$ cat src/rtl/usb_proto_ctrl.sv
// ============================================================================
// Module   : usb_proto_ctrl
// Brief    : USB full-speed device endpoint transaction sequencer (OUT/IN
//            handshakes, buffer direction/flush, sticky status flags).
//            Optional macro NAK_ON_FULL_EN: NAK OUT tokens while rx_done set.
// Revision : 1.0 - initial release
// ============================================================================
`default_nettype none

module usb_proto_ctrl #(
    parameter int TIMEOUT_CYCLES = 816,
    parameter int BUF_DEPTH      = 64
) (
    input  logic                             clk,
    input  logic                             n_rst,
    input  logic [2:0]                       rx_packet,
    input  logic                             rx_data_ready,
    input  logic                             rx_transfer_active,
    input  logic                             rx_error,
    input  logic                             tx_transfer_active,
    input  logic                             tx_error,
    input  logic [$clog2(BUF_DEPTH+1)-1:0]   buffer_occupancy,
    input  logic                             host_tx_ready,
    input  logic                             host_clear,
    output logic [2:0]                       tx_packet,
    output logic                             d_mode,
    output logic                             flush,
    output logic                             rx_done,
    output logic                             tx_done,
    output logic                             ctrl_error,
    output logic                             busy
);

    localparam int              c_CNT_W    = $clog2(TIMEOUT_CYCLES) + 1;
    localparam logic [c_CNT_W-1:0] c_TMO_LAST = c_CNT_W'(TIMEOUT_CYCLES - 1);

    localparam logic [2:0] c_PID_OUT  = 3'd1;
    localparam logic [2:0] c_PID_IN   = 3'd2;
    localparam logic [2:0] c_PID_DATA = 3'd3;
    localparam logic [2:0] c_PID_ACK  = 3'd4;

    localparam logic [2:0] c_TX_NONE  = 3'd0;
    localparam logic [2:0] c_TX_DATA  = 3'd1;
    localparam logic [2:0] c_TX_ACK   = 3'd2;
    localparam logic [2:0] c_TX_NAK   = 3'd3;

    typedef enum logic [2:0] {
        S_IDLE      = 3'd0,
        S_OUT_WAIT  = 3'd1,
        S_OUT_HS    = 3'd2,
        S_IN_SEND   = 3'd3,
        S_IN_TXWAIT = 3'd4,
        S_IN_HSWAIT = 3'd5,
        S_TX_WAIT   = 3'd6
    } state_t;

    state_t               r_state;
    logic [2:0]           r_tx_packet;
    logic                 r_d_mode;
    logic                 r_flush;
    logic                 r_rx_done;
    logic                 r_tx_done;
    logic                 r_ctrl_error;
    logic                 r_busy;
    logic [c_CNT_W-1:0]   r_cnt;
    logic                 r_tx_act_q;

    logic                 w_tx_fall;
    logic                 w_rx_ok;
    logic                 w_unused;

    assign w_tx_fall = r_tx_act_q & ~tx_transfer_active;
    assign w_rx_ok   = rx_data_ready & ~rx_error;
    // RX activity is not needed: decisions are made on completed packets only.
    assign w_unused  = rx_transfer_active;

    always_ff @(posedge clk or negedge n_rst) begin
        if (!n_rst) begin
            r_state      <= S_IDLE;
            r_tx_packet  <= c_TX_NONE;
            r_d_mode     <= 1'b0;
            r_flush      <= 1'b0;
            r_rx_done    <= 1'b0;
            r_tx_done    <= 1'b0;
            r_ctrl_error <= 1'b0;
            r_busy       <= 1'b0;
            r_cnt        <= '0;
            r_tx_act_q   <= 1'b0;
        end else begin
            r_tx_packet <= c_TX_NONE;
            r_flush     <= 1'b0;
            r_tx_act_q  <= tx_transfer_active;

            // Clear first so that a same-cycle set event below takes priority.
            if (host_clear) begin
                r_rx_done    <= 1'b0;
                r_tx_done    <= 1'b0;
                r_ctrl_error <= 1'b0;
            end

            case (r_state)
                S_IDLE: begin
                    if (w_rx_ok && rx_packet == c_PID_OUT) begin
`ifdef NAK_ON_FULL_EN
                        if (r_rx_done) begin
                            r_tx_packet <= c_TX_NAK;
                            r_state     <= S_TX_WAIT;
                            r_busy      <= 1'b1;
                        end else begin
                            r_flush  <= 1'b1;
                            r_d_mode <= 1'b0;
                            r_state  <= S_OUT_WAIT;
                            r_busy   <= 1'b1;
                        end
`else
                        r_flush  <= 1'b1;
                        r_d_mode <= 1'b0;
                        r_state  <= S_OUT_WAIT;
                        r_busy   <= 1'b1;
`endif
                    end else if (w_rx_ok && rx_packet == c_PID_IN) begin
                        if (host_tx_ready && buffer_occupancy != '0) begin
                            r_d_mode <= 1'b1;
                            r_state  <= S_IN_SEND;
                        end else begin
                            r_tx_packet <= c_TX_NAK;
                            r_state     <= S_TX_WAIT;
                        end
                        r_busy <= 1'b1;
                    end
                end

                S_OUT_WAIT: begin
                    if (rx_data_ready) begin
                        if (!rx_error && rx_packet == c_PID_DATA) begin
                            r_tx_packet <= c_TX_ACK;
                            r_rx_done   <= 1'b1;
                            r_state     <= S_TX_WAIT;
                        end else begin
                            // Corrupt payload is discarded silently; host retries.
                            r_flush      <= 1'b1;
                            r_ctrl_error <= 1'b1;
                            r_state      <= S_IDLE;
                            r_busy       <= 1'b0;
                        end
                    end
                end

                S_IN_SEND: begin
                    r_tx_packet <= c_TX_DATA;
                    r_state     <= S_IN_TXWAIT;
                end

                S_IN_TXWAIT: begin
                    if (tx_error) begin
                        r_ctrl_error <= 1'b1;
                        r_d_mode     <= 1'b0;
                        r_state      <= S_IDLE;
                        r_busy       <= 1'b0;
                    end else if (w_tx_fall) begin
                        r_cnt   <= '0;
                        r_state <= S_IN_HSWAIT;
                    end
                end

                S_IN_HSWAIT: begin
                    if (rx_data_ready) begin
                        if (!rx_error && rx_packet == c_PID_ACK) begin
                            r_flush   <= 1'b1;
                            r_tx_done <= 1'b1;
                        end else begin
                            r_ctrl_error <= 1'b1;
                        end
                        r_d_mode <= 1'b0;
                        r_state  <= S_IDLE;
                        r_busy   <= 1'b0;
                    end else if (r_cnt == c_TMO_LAST) begin
                        // Payload stays in the buffer so the host can retry the IN.
                        r_ctrl_error <= 1'b1;
                        r_d_mode     <= 1'b0;
                        r_state      <= S_IDLE;
                        r_busy       <= 1'b0;
                    end else if (r_cnt != '1) begin
                        r_cnt <= r_cnt + c_CNT_W'(1);
                    end
                end

                S_TX_WAIT: begin
                    if (tx_error) begin
                        r_ctrl_error <= 1'b1;
                        r_state      <= S_IDLE;
                        r_busy       <= 1'b0;
                    end else if (w_tx_fall) begin
                        r_state <= S_IDLE;
                        r_busy  <= 1'b0;
                    end
                end

                default: begin
                    r_d_mode <= 1'b0;
                    r_state  <= S_IDLE;
                    r_busy   <= 1'b0;
                end
            endcase
        end
    end

    assign tx_packet  = r_tx_packet;
    assign d_mode     = r_d_mode;
    assign flush      = r_flush;
    assign rx_done    = r_rx_done;
    assign tx_done    = r_tx_done;
    assign ctrl_error = r_ctrl_error;
    assign busy       = r_busy;

endmodule

`default_nettype wire
$ cat config.mk
export PLATFORM = sky130hd
export DESIGN_NAME = usb_proto_ctrl
export DESIGN_NICKNAME = d
export VERILOG_FILES = /design/src/rtl/usb_proto_ctrl.sv
export SDC_FILE = /design/constraint.sdc
export NUM_CORES = 1
export LEC_CHECK = 0
export ABC_AREA = 1
export BUFFER_PORTS_ARGS = -buffer_cell sky130_fd_sc_hd__buf_2
export CORE_MARGIN = 3
export CORE_UTILIZATION = 25
export CTS_CLUSTER_SIZE = 20
export DETAILED_ROUTE_END_ITERATION = 8
export PLACE_DENSITY_LB_ADDON = 0.05
export SYNTH_ARGS = -nofsm -noshare
export SYNTH_HDL_FRONTEND = slang
export SYNTH_SLANG_ARGS = --single-unit
$ cat constraint.sdc
create_clock -name clk -period 1.9 [get_ports clk]
set_input_delay 0.095 -clock clk [delete_from_list [all_inputs] [get_ports clk]]
set_output_delay 0.095 -clock clk [all_outputs]
set_load 0.005 [all_outputs]
==> flow_summary_export.csv <==
group,metric,value,unit
outcome,status,"finished clean",
detailed_routing,firstDrtPassIters,4,
sta,rsz0062_at_grt,"false",
sta,finClkSkew,0.0104,ns
cts,htreeDepth,1,
logic_synthesis,synth.most_common_cell,"nand2_1",
global_routing,grt_max_degree,24,
sta,fmaxAchievable,617,MHz
final_layout,nets,265,
logic_synthesis,synth_top_area_share,37.6,%
logic_synthesis,avgSynthCellArea,7.16,um^2
logic_synthesis,synth_common_cells,"nand2_1 (61), inv_1 (26), nor2_1 (26), dfrtp_1 (23), nand3_1 (16)",
die,start_util,26.8,%
cts,cts-root-buf,"clkbuf_8",
detailed_routing,routed_wl,3640,um
worst_setup_path,worstSetupPathType,"flop to flop",
sta,finalCriticalPeriod,1.62,ns
cts,cts_sinks,23,
detailed_routing,drc,0,
global_routing,antenna_found_initial,0,
worst_setup_path,crit_fanout,8,
flow_run,maxCapViolations,0,
hold_path,hold_path_class,"input pin to flop",
logic_synthesis,synth_enable_flop_cells,0,
worst_setup_path,critPathSlowestCell,"dfrtp_1",
logic_synthesis,async_flop_share,100,%
cts,cts.reportedPaths.clkPinSlew,0.10,ns
die,row_count,27,
global_routing,grt_pass1_wl,6410,um
detailed_routing,viasPerCell,4.40,
worst_setup_path,arrival,1.80,ns
logic_synthesis,yosysUniqueCellTypes,26,
sta,fin_crit_sh,85.3,%
cts,cts_tree,"built",
worst_setup_path,cp-end-kind,"flop",
die,io_pins,28,
sta,relSlewSlack,61.9,%
logic_synthesis,synth_area_leader_cell,"dfrtp_1",
logic_synthesis,synth.ff_latch_count,23,
final_layout,final_layout_size_suffix_gt1_share,23.0,%
cts,hold_buffers,2,
global_routing,grt_overflow,0,
placement,dp.cells,310,
placement,gp_congestion,0.740,
worst_setup_path,worstPathCellList,"ha_1 > nand2_2 > nor2_4 > nand3_2 > nand3_1 > nand4_1 > nand2_1 > nand2_1",
cts,cts_max_path_buffers,2,
final_layout,multi_input_area,833,um^2
sta,setup_violations,0,
worst_setup_path,critical_path.top_delay_family,"simple AND/OR/NAND/NOR gates",
placement,place_hpwl,2820,um
worst_setup_path,max_stage_delay,0.43,ns
global_routing,grt_usage,11.0,%
detailed_routing,vias,1390,
final_layout,fin_cells,316,
pwr,vdd_ir_drop_max,0.000386,V
logic_synthesis,synth_compound_area_share,10.7,%
sta,slew_violations,0,
global_routing,grt_pass1_vias,1398,
logic_synthesis,synth.cell_area,0.00153,mm^2
detailed_routing,ant_nets,0,
logic_synthesis,synth_seq_area_share,37.6,%
detailed_routing,wl_per_cell,11.5,um
worst_setup_path,cp_num_buf_inv,0,
final_layout,ff_latch_area,576,um^2
cts,clock_latency,0.27,ns
cts,cts_setup_buffers,0,
placement,portBuffers,25,
logic_synthesis,synth_top_family_by_area,"simple AND/OR/NAND/NOR gates",
final_layout,fill_cells,626,
worst_setup_path,critPathMostFrequentCell,"nand2_1",
worst_setup_path,critPathLaunchType,"flop",
logic_synthesis,synth-main-ff-cell,"dfrtp_1",
pwr,p_leak,0.866,nW
pwr,power_density,949,mW/mm^2
logic_synthesis,synthAdderAreaFrac,0.816,%
final_layout,syn2layout_area_growth,17.6,%
logic_synthesis,yosys_warnings,0,
logic_synthesis,synth.mux.area_fraction,0,%
logic_synthesis,synth_nets,234,
sta,fin_tns_setup,0,ns
sta,tightest_slew,0.571,ns
logic_synthesis,yosys.area_share.simple,40.9,%
logic_synthesis,synth-xor-area-share,1.71,%
sta,hold_violations,0,
detailed_routing,drtIter0Drc,54,
die,die_width,84.3,um
die,die-area,0.00711,mm^2
worst_setup_path,required,2.08,ns
logic_synthesis,synth_area_leaders,"dfrtp_1 (38%), nand2_1 (15%), inv_1 (6.4%)",
logic_synthesis,synthCells,214,
cts,postCtsResizedCells,0,
die,fp.dieH,84.3,um
cts,numCtsBuffers,3,
final_layout,antenna_cells,0,
die,core_region_area,0.00571,mm^2
==> path summary, 6_finish.rpt <==
kind	start	to	slack (ns)	cells past startpoint
hold reg to reg	busy$_DFFE_PN0P_	busy$_DFFE_PN0P_	0.48	2
hold / removal	host_clear	rx_done$_DFF_PN0_	0.08	4
max in group asynchronous	n_rst	tx_packet[1]$_DFF_PN0_	1.18	2
min in group asynchronous	n_rst	r_cnt[3]$_DFFE_PN0P_	0.34	2
setup reg to reg	r_cnt[0]$_DFFE_PN0P_	d_mode$_DFFE_PN0P_	0.28	8
setup / recovery	r_cnt[0]$_DFFE_PN0P_	d_mode$_DFFE_PN0P_	0.28	8
==> worst register-to-register path, cell delays in order, from the launching register on <==
cell,delay (ns)
dfrtp_1,0.43
ha_1,0.21
nand2_2,0.10
nor2_4,0.12
nand3_2,0.10
nand3_1,0.27
nand4_1,0.14
nand2_1,0.09
nand2_1,0.05
==> power by group <==
group          total [mW]  internal, mW  switching [mW]
registers           0.624         0.566          0.0579
logic               0.760         0.262           0.498
clock network       0.327         0.147           0.180
==> cells in the final DEF, fill, tap and decap left out, types with 2 or more instances in the layout <==
master	n
nand2_1	61
inv_1	26
nor2_1	26
buf_2	25
dfrtp_1	23
nand3_1	16
o21ai_0	13
nand2_2	7
nand4_1	7
o21ai_1	6
nor2_4	4
nand3_2	4
xor2_1	3
o21ai_2	3
clkbuf_8	3
inv_2	2
nor2_2	2
dlygate4sd3_1	2
==> cell families (layout without fill, tap and decap cells) <==
family,count (synthesis),in the layout
XOR/XNOR,3,3
AND/OR/NAND/NOR,130,130
AO/OA/AOI/OAI,26,26
flip-flops,23,23
buffers and inverters,30,60
other,1,1
adder cells (fa/ha/maj),1,1
==> cell type report <==
type	instances	share of cell area, %
Multi-Input combinational cell	161	46.2
Clock inverter	1	0.278
Tap cell	72	5.00
Inverter	28	5.83
Timing Repair Buffer	28	8.47
Sequential cell	23	31.9
Clock buffer	3	2.29
==> layer usage <==
| metal | track usage (%) | vias up | wire (um) |
|---|---|---|---|
| li1 | - | 747 | - |
| met1 | 16.1 | 614 | 1970 |
| met2 | 16.1 | 27 | 1510 |
| met3 | 2.45 | 2 | 134 |
| met4 | 2.63 | 0 | 24 |
| met5 | 0 | - | 0 |
==> per-stage QoR <==
stage / util (%) / area, um^2 / power, mW / hold slack [ns] / setup slack, ns
floorplan: - / 1530 / 1.21 / -0.201 / 0.462
global placement: 30.4 / 1740 / 1.42 / 0.129 / 0.292
detailed placement: 30.4 / 1740 / 1.40 / 0.132 / 0.286
CTS: 31.6 / 1800 / 1.75 / 0.0774 / 0.265
global route: 31.6 / 1800 / 1.88 / 0.109 / 0.125
finish: 31.6 / 1800 / 1.71 / 0.0838 / 0.279
==> flip-flops by register name (all words and copies together), names as in the netlist <==
signal and cells:
busy 1, ctrl_error 1, d_mode 1, flush 1, r_cnt 11, r_state 3
r_tx_act_q 1, rx_done 1, tx_done 1, tx_packet 2
Power figures use the tool's default switching activity.
